File: src/rtl/mem_port_arbiter_pkg.sv
// Shared types for the instruction/data memory port arbiter: access sizes,
// arbiter states, requester ids and the alignment rule.
package mem_port_arbiter_pkg;

    localparam logic [1:0] SIZE_BYTE  = 2'b00;
    localparam logic [1:0] SIZE_HWORD = 2'b01;
    localparam logic [1:0] SIZE_WORD  = 2'b10;

    typedef enum logic [1:0] {
        IDLE = 2'd0,
        XFER = 2'd1,
        RESP = 2'd2
    } state_e;

    typedef enum logic {
        REQ_IF = 1'b0,
        REQ_D  = 1'b1
    } req_id_e;

    // Size 2'b11 has no defined access width, so it is rejected like a misaligned access.
    function automatic logic misaligned(input logic [1:0] size, input logic [1:0] lo);
        case (size)
            SIZE_BYTE:  return 1'b0;
            SIZE_HWORD: return lo[0];
            SIZE_WORD:  return lo != 2'b00;
            default:    return 1'b1;
        endcase
    endfunction

endpackage

File: src/rtl/mem_lane_align.sv
// Combinational byte-lane steering: store byte enables and lane replication,
// and load lane selection with sign or zero extension.
module mem_lane_align
    import mem_port_arbiter_pkg::*;
(
    input  logic [1:0]  st_size,
    input  logic [1:0]  st_lo,
    input  logic [31:0] wdata,
    output logic [3:0]  be,
    output logic [31:0] wdata_rep,
    input  logic [1:0]  ld_size,
    input  logic [1:0]  ld_lo,
    input  logic        sign,
    input  logic [31:0] rdata,
    output logic [31:0] ld_data
);

    function automatic logic [31:0] ext_byte(input logic signed [7:0] v, input logic sgn);
        logic signed [31:0] sx;
        sx = 32'(v);
        return sgn ? $unsigned(sx) : {24'h0, v};
    endfunction

    function automatic logic [31:0] ext_half(input logic signed [15:0] v, input logic sgn);
        logic signed [31:0] sx;
        sx = 32'(v);
        return sgn ? $unsigned(sx) : {16'h0, v};
    endfunction

    logic [31:0] byte_shift;
    logic [31:0] half_shift;

    always_comb begin
        be        = 4'b0000;
        wdata_rep = '0;
        case (st_size)
            SIZE_BYTE: begin
                be        = 4'b0001 << st_lo;
                wdata_rep = {4{wdata[7:0]}};
            end
            SIZE_HWORD: begin
                be        = st_lo[1] ? 4'b1100 : 4'b0011;
                wdata_rep = {2{wdata[15:0]}};
            end
            SIZE_WORD: begin
                be        = 4'b1111;
                wdata_rep = wdata;
            end
            default: ;
        endcase
    end

    assign byte_shift = rdata >> {ld_lo, 3'b000};
    assign half_shift = rdata >> {ld_lo[1], 4'b0000};

    always_comb begin
        ld_data = '0;
        case (ld_size)
            SIZE_BYTE:  ld_data = ext_byte(byte_shift[7:0], sign);
            SIZE_HWORD: ld_data = ext_half(half_shift[15:0], sign);
            SIZE_WORD:  ld_data = rdata;
            default:    ld_data = '0;
        endcase
    end

endmodule

File: src/rtl/mem_port_arbiter.sv
// Fair two-requester arbiter in front of a single-port unified memory:
// grants fetch or load/store, runs the mem handshake with a timeout, aligns load data.
module mem_port_arbiter
    import mem_port_arbiter_pkg::*;
#(
    parameter int ADDR_W   = 32,
    parameter int MAX_WAIT = 16
) (
    input  logic              clock,
    input  logic              reset,
    input  logic              if_req,
    input  logic [ADDR_W-1:0] if_addr,
    output logic              if_ack,
    output logic [31:0]       if_rdata,
    output logic              if_err,
    input  logic              d_req,
    input  logic              d_wEn,
    input  logic [ADDR_W-1:0] d_addr,
    input  logic [31:0]       d_wdata,
    input  logic [1:0]        d_size,
    input  logic              d_sign,
    output logic              d_ack,
    output logic [31:0]       d_rdata,
    output logic              d_err,
    output logic              mem_req,
    output logic              mem_wEn,
    output logic [ADDR_W-1:0] mem_addr,
    output logic [31:0]       mem_wdata,
    output logic [3:0]        mem_be,
    input  logic              mem_ready,
    input  logic [31:0]       mem_rdata
);

    localparam int CNT_W = $clog2(MAX_WAIT + 1);

    state_e            state, state_n;
    req_id_e           gid, last_grant;
    logic [CNT_W-1:0]  wait_cnt;
    logic              resp_err;

    logic              take, pick_d, bad, done_ok, timeout, is_store;
    logic [ADDR_W-1:0] sel_addr;

    logic              lat_wen, lat_sign;
    logic [1:0]        lat_size, lat_lo;
    logic [31:0]       raw_q;

    logic [3:0]        st_be;
    logic [31:0]       st_wdata, ld_data;

    assign sel_addr = pick_d ? d_addr : if_addr;
    assign is_store = pick_d && d_wEn;

    always_comb begin
        state_n = state;
        take    = 1'b0;
        pick_d  = 1'b0;
        bad     = 1'b0;
        done_ok = 1'b0;
        timeout = 1'b0;
        case (state)
            IDLE: begin
                if (if_req || d_req) begin
                    take    = 1'b1;
                    // On a tie the requester that did not win last time goes first.
                    pick_d  = d_req && (!if_req || last_grant == REQ_IF);
                    bad     = pick_d ? misaligned(d_size, d_addr[1:0]) : (if_addr[1:0] != 2'b00);
                    state_n = bad ? RESP : XFER;
                end
            end
            XFER: begin
                if (mem_ready) begin
                    done_ok = 1'b1;
                    state_n = RESP;
                end else if (wait_cnt == CNT_W'(MAX_WAIT - 1)) begin
                    timeout = 1'b1;
                    state_n = RESP;
                end
            end
            RESP:    state_n = IDLE;
            default: state_n = IDLE;
        endcase
    end

    always_ff @(posedge clock or posedge reset) begin
        if (reset) begin
            state      <= IDLE;
            gid        <= REQ_IF;
            last_grant <= REQ_IF;
            wait_cnt   <= '0;
            resp_err   <= 1'b0;
            mem_req    <= 1'b0;
            mem_wEn    <= 1'b0;
            mem_addr   <= '0;
            mem_wdata  <= '0;
            mem_be     <= '0;
        end else begin
            state <= state_n;
            if (take) begin
                gid        <= pick_d ? REQ_D : REQ_IF;
                last_grant <= pick_d ? REQ_D : REQ_IF;
                resp_err   <= bad;
                wait_cnt   <= '0;
                mem_req    <= !bad;
                if (!bad) begin
                    mem_wEn   <= is_store;
                    mem_addr  <= {sel_addr[ADDR_W-1:2], 2'b00};
                    mem_be    <= is_store ? st_be : 4'b1111;
                    mem_wdata <= is_store ? st_wdata : '0;
                end
            end
            if (state == XFER) begin
                if (done_ok || timeout) mem_req <= 1'b0;
                if (timeout) resp_err <= 1'b1;
                else if (!done_ok) wait_cnt <= wait_cnt + CNT_W'(1);
            end
        end
    end

    // Request fields and the returned word are only observed while acked, so no reset.
    always_ff @(posedge clock) begin
        if (take) begin
            lat_wen  <= is_store;
            lat_size <= pick_d ? d_size : SIZE_WORD;
            lat_lo   <= sel_addr[1:0];
            lat_sign <= d_sign;
        end
        if (done_ok) raw_q <= mem_rdata;
    end

    mem_lane_align u_align (
        .st_size   (d_size),
        .st_lo     (d_addr[1:0]),
        .wdata     (d_wdata),
        .be        (st_be),
        .wdata_rep (st_wdata),
        .ld_size   (lat_size),
        .ld_lo     (lat_lo),
        .sign      (lat_sign),
        .rdata     (raw_q),
        .ld_data   (ld_data)
    );

    assign if_ack   = (state == RESP) && (gid == REQ_IF);
    assign d_ack    = (state == RESP) && (gid == REQ_D);
    assign if_err   = if_ack && resp_err;
    assign d_err    = d_ack && resp_err;
    assign if_rdata = (if_ack && !resp_err) ? raw_q : '0;
    assign d_rdata  = (d_ack && !resp_err && !lat_wen) ? ld_data : '0;

endmodule
File: config.mk
export PLATFORM = sky130hd
export DESIGN_NAME = mem_port_arbiter
export DESIGN_NICKNAME = d
export VERILOG_FILES = /design/src/rtl/mem_port_arbiter_pkg.sv /design/src/rtl/mem_lane_align.sv /design/src/rtl/mem_port_arbiter.sv
export SDC_FILE = /design/constraint.sdc
export NUM_CORES = 1
export LEC_CHECK = 0
export BUFFER_PORTS_ARGS = -buffer_cell sky130_fd_sc_hd__buf_2
export CAP_MARGIN = 30
export CORE_ASPECT_RATIO = 1.4
export CORE_MARGIN = 8
export CORE_UTILIZATION = 47
export DETAILED_ROUTE_END_ITERATION = 10
export PLACE_DENSITY = 0.81
export SLEW_MARGIN = 30
export SYNTH_ARGS = -nofsm -noshare
export SYNTH_HDL_FRONTEND = slang
export SYNTH_SLANG_ARGS = --single-unit
export TNS_END_PERCENT = 20
File: constraint.sdc
create_clock -name clock -period 2.7 [get_ports clock]
set_clock_uncertainty 0.05 [all_clocks]
set_input_delay 0.405 -clock clock [delete_from_list [all_inputs] [get_ports clock]]
set_output_delay 0.405 -clock clock [all_outputs]
set_load 0.02 [all_outputs]
# Word level (Yosys, flattened, before mapping)
# Cells that the tools add are included.
dict set report totals {
  mem_bits_ro 0
  reg_bits 115
  mem_bits_rw 0
  elab_cells 94
  memories 0
  inputBits 137
  latch_bits 0
  out_inout_bits 138
}
dict set report op_classes {
  n_eq_ne 9
  div 0
  n_addsub 1
  mux 42
  mul 0
  bitwise_logic 2
  n_shift 3
  n_reduce_logical 23
  n_lt_le_gt_ge 0
}
# operator n
set ops {}
lappend ops {{2-to-1 mux 32 bit} 6}
lappend ops {{case mux 32 bit (3 select lines)} 2}
lappend ops {{right shift 32 x 5 -> 16 bit} 1}
lappend ops {{right shift 32 x 5 -> 8 bit} 1}
lappend ops {{2-to-1 mux 1 bit} 21}
lappend ops {{2-to-1 mux 5 bit} 4}
lappend ops {{case mux 4 bit (3 select lines)} 1}
lappend ops {{logical AND 1 bit} 9}
lappend ops {{2-to-1 mux 2 bit} 4}
lappend ops {{2-to-1 mux 4 bit} 2}
lappend ops {{== test 2 x 1 -> 1 bit, second input constant} 3}
lappend ops {{== test 2 bit, second input constant} 3}
lappend ops {{zero test 2 bit} 3}
lappend ops {{adder 5 x 1 -> 5 bit, second input constant} 1}
lappend ops {{== test 5 x 4 -> 1 bit, second input constant} 1}
lappend ops {{zero test 1 bit} 4}
lappend ops {{case mux 2 bit (2 select lines)} 1}
lappend ops {{AND reduction 2 bit} 2}
lappend ops {{nonzero test 2 bit} 2}
lappend ops {{left shift 1 x 2 -> 4 bit, first input constant} 1}
lappend ops {{logical OR 1 bit} 3}
lappend ops {{!= test 3 bit, second input constant} 1}
lappend ops {{case mux 1 bit (3 select lines)} 1}
lappend ops {{!= test 2 bit, second input constant} 1}
lappend ops {{NOT 1 bit} 2}

# Longest topological paths before layout
dict set report logic_depth {
  word_depth 11
  mapped_depth 7
}

# Modules after synthesis
# A second synthesis with hierarchy kept.
dict set report unflattened {
  cells_unflattened 613
  area_unflattened_um2 6393.6
}
# module n_inst cells_each area_each_um2
set by_module_without_submodules {}
lappend by_module_without_submodules {mem_port_arbiter 1 438 5278.8}
lappend by_module_without_submodules {mem_lane_align 1 175 1114.8}

# Worst setup path after synthesis
# No wires, ideal clock.
dict set report synth_path {
  kind {flip-flop to flip-flop}
  startpoint {register state[1]}
  endpoint {register raw_q[0] (enable)}
  stages_incl_launch_ff 3
  required_time_ns 2.229
  arrival_time_ns 1.943
  period_less_slack_ns 2.414
  path_slack_ns 0.286
  path_buffers 0
  path_cell_list {dfrtp_1 nand2b_1 nor2_1}
}
dict set report synth_via {
  elab_chain_cells 2
}
# element line_no
set synth_lines {}
lappend synth_lines {{start: declaration} mem_port_arbiter.sv:36} ;# state_e state, state_n;
lappend synth_lines {{start signal: assignment} mem_port_arbiter.sv:98} ;# state <= state_n;
lappend synth_lines {{== test 2 x 1 -> 1 bit} mem_port_arbiter.sv:61} ;# case (state)
lappend synth_lines {{2-to-1 mux 1 bit} mem_port_arbiter.sv:61}
lappend synth_lines {{via done_ok} mem_port_arbiter.sv:41} ;# logic take, pick_d, bad, done_ok, timeout, is_store;
lappend synth_lines {{end signal: assignment} mem_port_arbiter.sv:128} ;# if (done_ok) raw_q <= mem_rdata;
lappend synth_lines {{end: declaration} mem_port_arbiter.sv:46} ;# logic [31:0] raw_q;
# The timed path passes the listed nets, and every way through them passes these cells.
# A chain may end at the register's enable or synchronous reset.

# Worst setup path in the final report
dict set report layout_path {
  startpoint {register lat_size[0]}
  endpoint {output port d_rdata[0]}
}
dict set report layout_via {
  elab_chain_cells 3
  elab_cells_between_ends 5
}
# element line_no
set layout_lines {}
lappend layout_lines {{start: declaration} mem_port_arbiter.sv:45} ;# logic [1:0] lat_size, lat_lo;
lappend layout_lines {{start signal: assignment} mem_port_arbiter.sv:124} ;# lat_size <= pick_d ? d_size : SIZE_WORD;
lappend layout_lines {{== test 2 bit, or another cell as far along} mem_lane_align.sv:58} ;# case (ld_size)
lappend layout_lines {{case mux 32 bit (3 select lines) *} mem_lane_align.sv:58}
lappend layout_lines {{2-to-1 mux 32 bit *} mem_port_arbiter.sv:149} ;# assign d_rdata = (d_ack && !resp_err && !lat_wen) ? ld_data : '0;
lappend layout_lines {{end: declaration} mem_port_arbiter.sv:23} ;# output logic [31:0] d_rdata,
# Every way passes the cells marked *; elsewhere a longest branch is shown, timed or not.

==> reports/results.ini <==
[detailed_routing]
post_drt_wl_per_cell_um=20.3
viasPerCell=5.53
num_vias=5252
firstDrtPassIters=5
drt-initial-drc-count=409
totalWireLength_mm=19.3
ant_nets=0
drc=0

[yosys]
yosys.area.top_type=dfrtp_1
synthTopCellsByArea=dfrtp_1 (33%), edfxtp_1 (20%), mux2_2 (13%), a21oi_1 (4.9%), and2_1 (3.8%)
synth_seq_area_share=0.531
synth.avg_cell_area_um2=11.3
synth_top_cell_area_share=0.334
ys.flop_type=dfrtp_1
synth_cells=512
ys_types=44
synthArstFlopShare=0.670
synth_common_cells=dfrtp_1 (77), mux2_2 (65), a21oi_1 (56), nand2_1 (41), edfxtp_1 (38)
synth_area_mm2=0.00578
yosysMostFrequentCell=dfrtp_1
synth-edff-count=38
yosys_register_bits=115
yosysWarnings=0

[global_routing]
grt_remaining_overflow=0
grt_pass1_wl_mm=29.5
grt_util_all_layers=0.236
grt_pass1_vias=5509
grt_max_degree=42
antenna_found_initial=0

[worst_setup_path]
critPathKind=reg -> out
cp-start-kind=flip-flop
cpPeakStageDelay_ns=0.48
crit_buf_inv=1
crit_chain=nor2b_1, nor2b_2, a22oi_1, a21oi_1, buf_2
critPathRequiredTime_ns=2.25
path_delay_family=simple AND/OR/NAND/NOR gates
cp-end-kind=primary output
cpMaxStageDelayCell=edfxtp_1
path_max_fanout=7
crit_arrival_ns=2.09

[clock_tree]
clk_pin_slew_worst_paths_ns=0.05
htree_levels=4
cts.sinks=115
numCtsBuffers=17
clk_path_buf_depth=2
cts_tree=yes
clk_latency_ns=0.41
clockRootBuffer=clkbuf_16

[finish]
final_nets=925
fin_util=0.650
area_delta_synth_final_pct=37.3
stdcell_area_mm2=0.00793
drive_gt1_frac=0.496
antennaDiodeCount=0

[die]
die_w_um=110
die_h_um=147
num_io_pins=275
start_util=0.474
fp-row-count=48
core_mm2=0.0122
die-area_mm2=0.0161

[timing]
grt_setup_unrepaired=no
whs_ns=0.0999
finalSetupViolations=0
tightest_slew_ns=0.810
hold_viol=0
slew_viol_final=0
slew_headroom=0.459
finalCritPeriodShare=0.943
timing.fmax_mhz=393
setup_tns_ns=0
period_needed_ns=2.55

[power_and_ir_drop]
powerDensity_mw_per_mm2=1070
ir_worst_vdd_mv=0.648
finalPower_w=0.00849
p_leak_nw=3.85

[placed_design]
dp_hpwl_mm=15.0
place_area_mm2=0.00725
port_buffers=272
gp_congestion=0.943

[run_status]
outcome=complete, no violations

[job]
cap_viol_max_count=0

[worst_hold_path]
worst_hold_path_type=in -> async

## final timing paths
kind,depth (start not counted),slack (ns),startpoint,endpoint
max,5,0.15,lat_size[0],d_rdata[0]
min,2,0.1,reset,mem_addr[12]
max reg2reg,5,0.52,state[0],mem_addr[20]
min reg2reg,1,0.43,mem_addr[8],mem_addr[8]
max in group asynchronous,3,1.79,reset,mem_wdata[20]
min in group clock,1,0.12,mem_rdata[7],raw_q[7]
## kinds of logic (layout without fill, tap and decap cells)
logic type | count (synthesis) | in the layout | share of synthesized area
xor+xnor | 1 | 1 | 0.00152
fa+ha+maj | 2 | 2 | 0.00433
flops | 115 | 115 | 0.531
mux | 70 | 70 | 0.136
compound gates | 142 | 142 | 0.163
simple gates | 139 | 139 | 0.126
buf+inv | 42 | 328 | 0.0375
other cells | 1 | 2 | 0.000649
## registers in the layout, indices dropped and copies added (netlist names), 2 cells and up
register	count
mem_wdata	32
raw_q	32
mem_addr	30
wait_cnt	5
mem_be	4
lat_lo	2
lat_size	2
state	2
## repair_timing
item | in CTS | in global routing
buffers inserted | 0 | 5
endpoints found under the hold margin | 0 | 0
endpoints found under the setup margin | 0 | 29
resized for setup | 0 | 2
hold buffers | 0 | 0
## through the flow
stage | std cells | setup WS (ns)
after floorplan | 513 | 0.278
after global placement | 912 | 0.513
after detailed placement | 912 | 0.430
after CTS | 944 | 0.00600
after global routing | 949 | 0.0339
final | 949 | 0.155
## area by class of cell
class,count,area [um2]
Clock buffer,17,425
Clock inverter,15,214
Fill cell,985,4260
Inverter,6,22.5
Multi-Input combinational cell,356,2500
Sequential cell,115,3070
Tap cell,150,188
Timing Repair Buffer,290,1510
## per-layer routing
layer  global-route usage  wire, um
met1                0.254      6890
met2                0.395      9510
met3               0.0877      2230
met4                0.113       660
met5                    0         0
## where the power goes
| part | total (W) | internal, W | switching, W | leakage [nW] |
|---|---|---|---|---|
| clock network | 0.00243 | 0.00163 | 0.000800 | 0.308 |
| logic | 0.00325 | 0.00131 | 0.00194 | 2.22 |
| registers | 0.00281 | 0.00243 | 0.000389 | 1.32 |
| total | 0.00849 | 0.00536 | 0.00313 | 3.85 |
## placed cells by master (no fill, tap or decap), types with 3 or more instances in the layout
cell	n
a21o_1	3
a21oi_1	56
a22o_1	24
a22oi_1	17
and2_1	35
buf_2	272
buf_4	17
bufinv_16	5
clkbuf_16	17
clkinv_2	3
clkinv_4	3
dfrtp_1	77
edfxtp_1	38
inv_1	5
mux2_1	4
mux2_2	65
nand2_1	41
nand2b_1	3
nand3_1	14
nor2_1	13
nor2b_1	16
nor3_1	4
o21ai_0	21
o22a_1	4
o2bb2ai_1	8
Power figures use the tool's default switching activity.
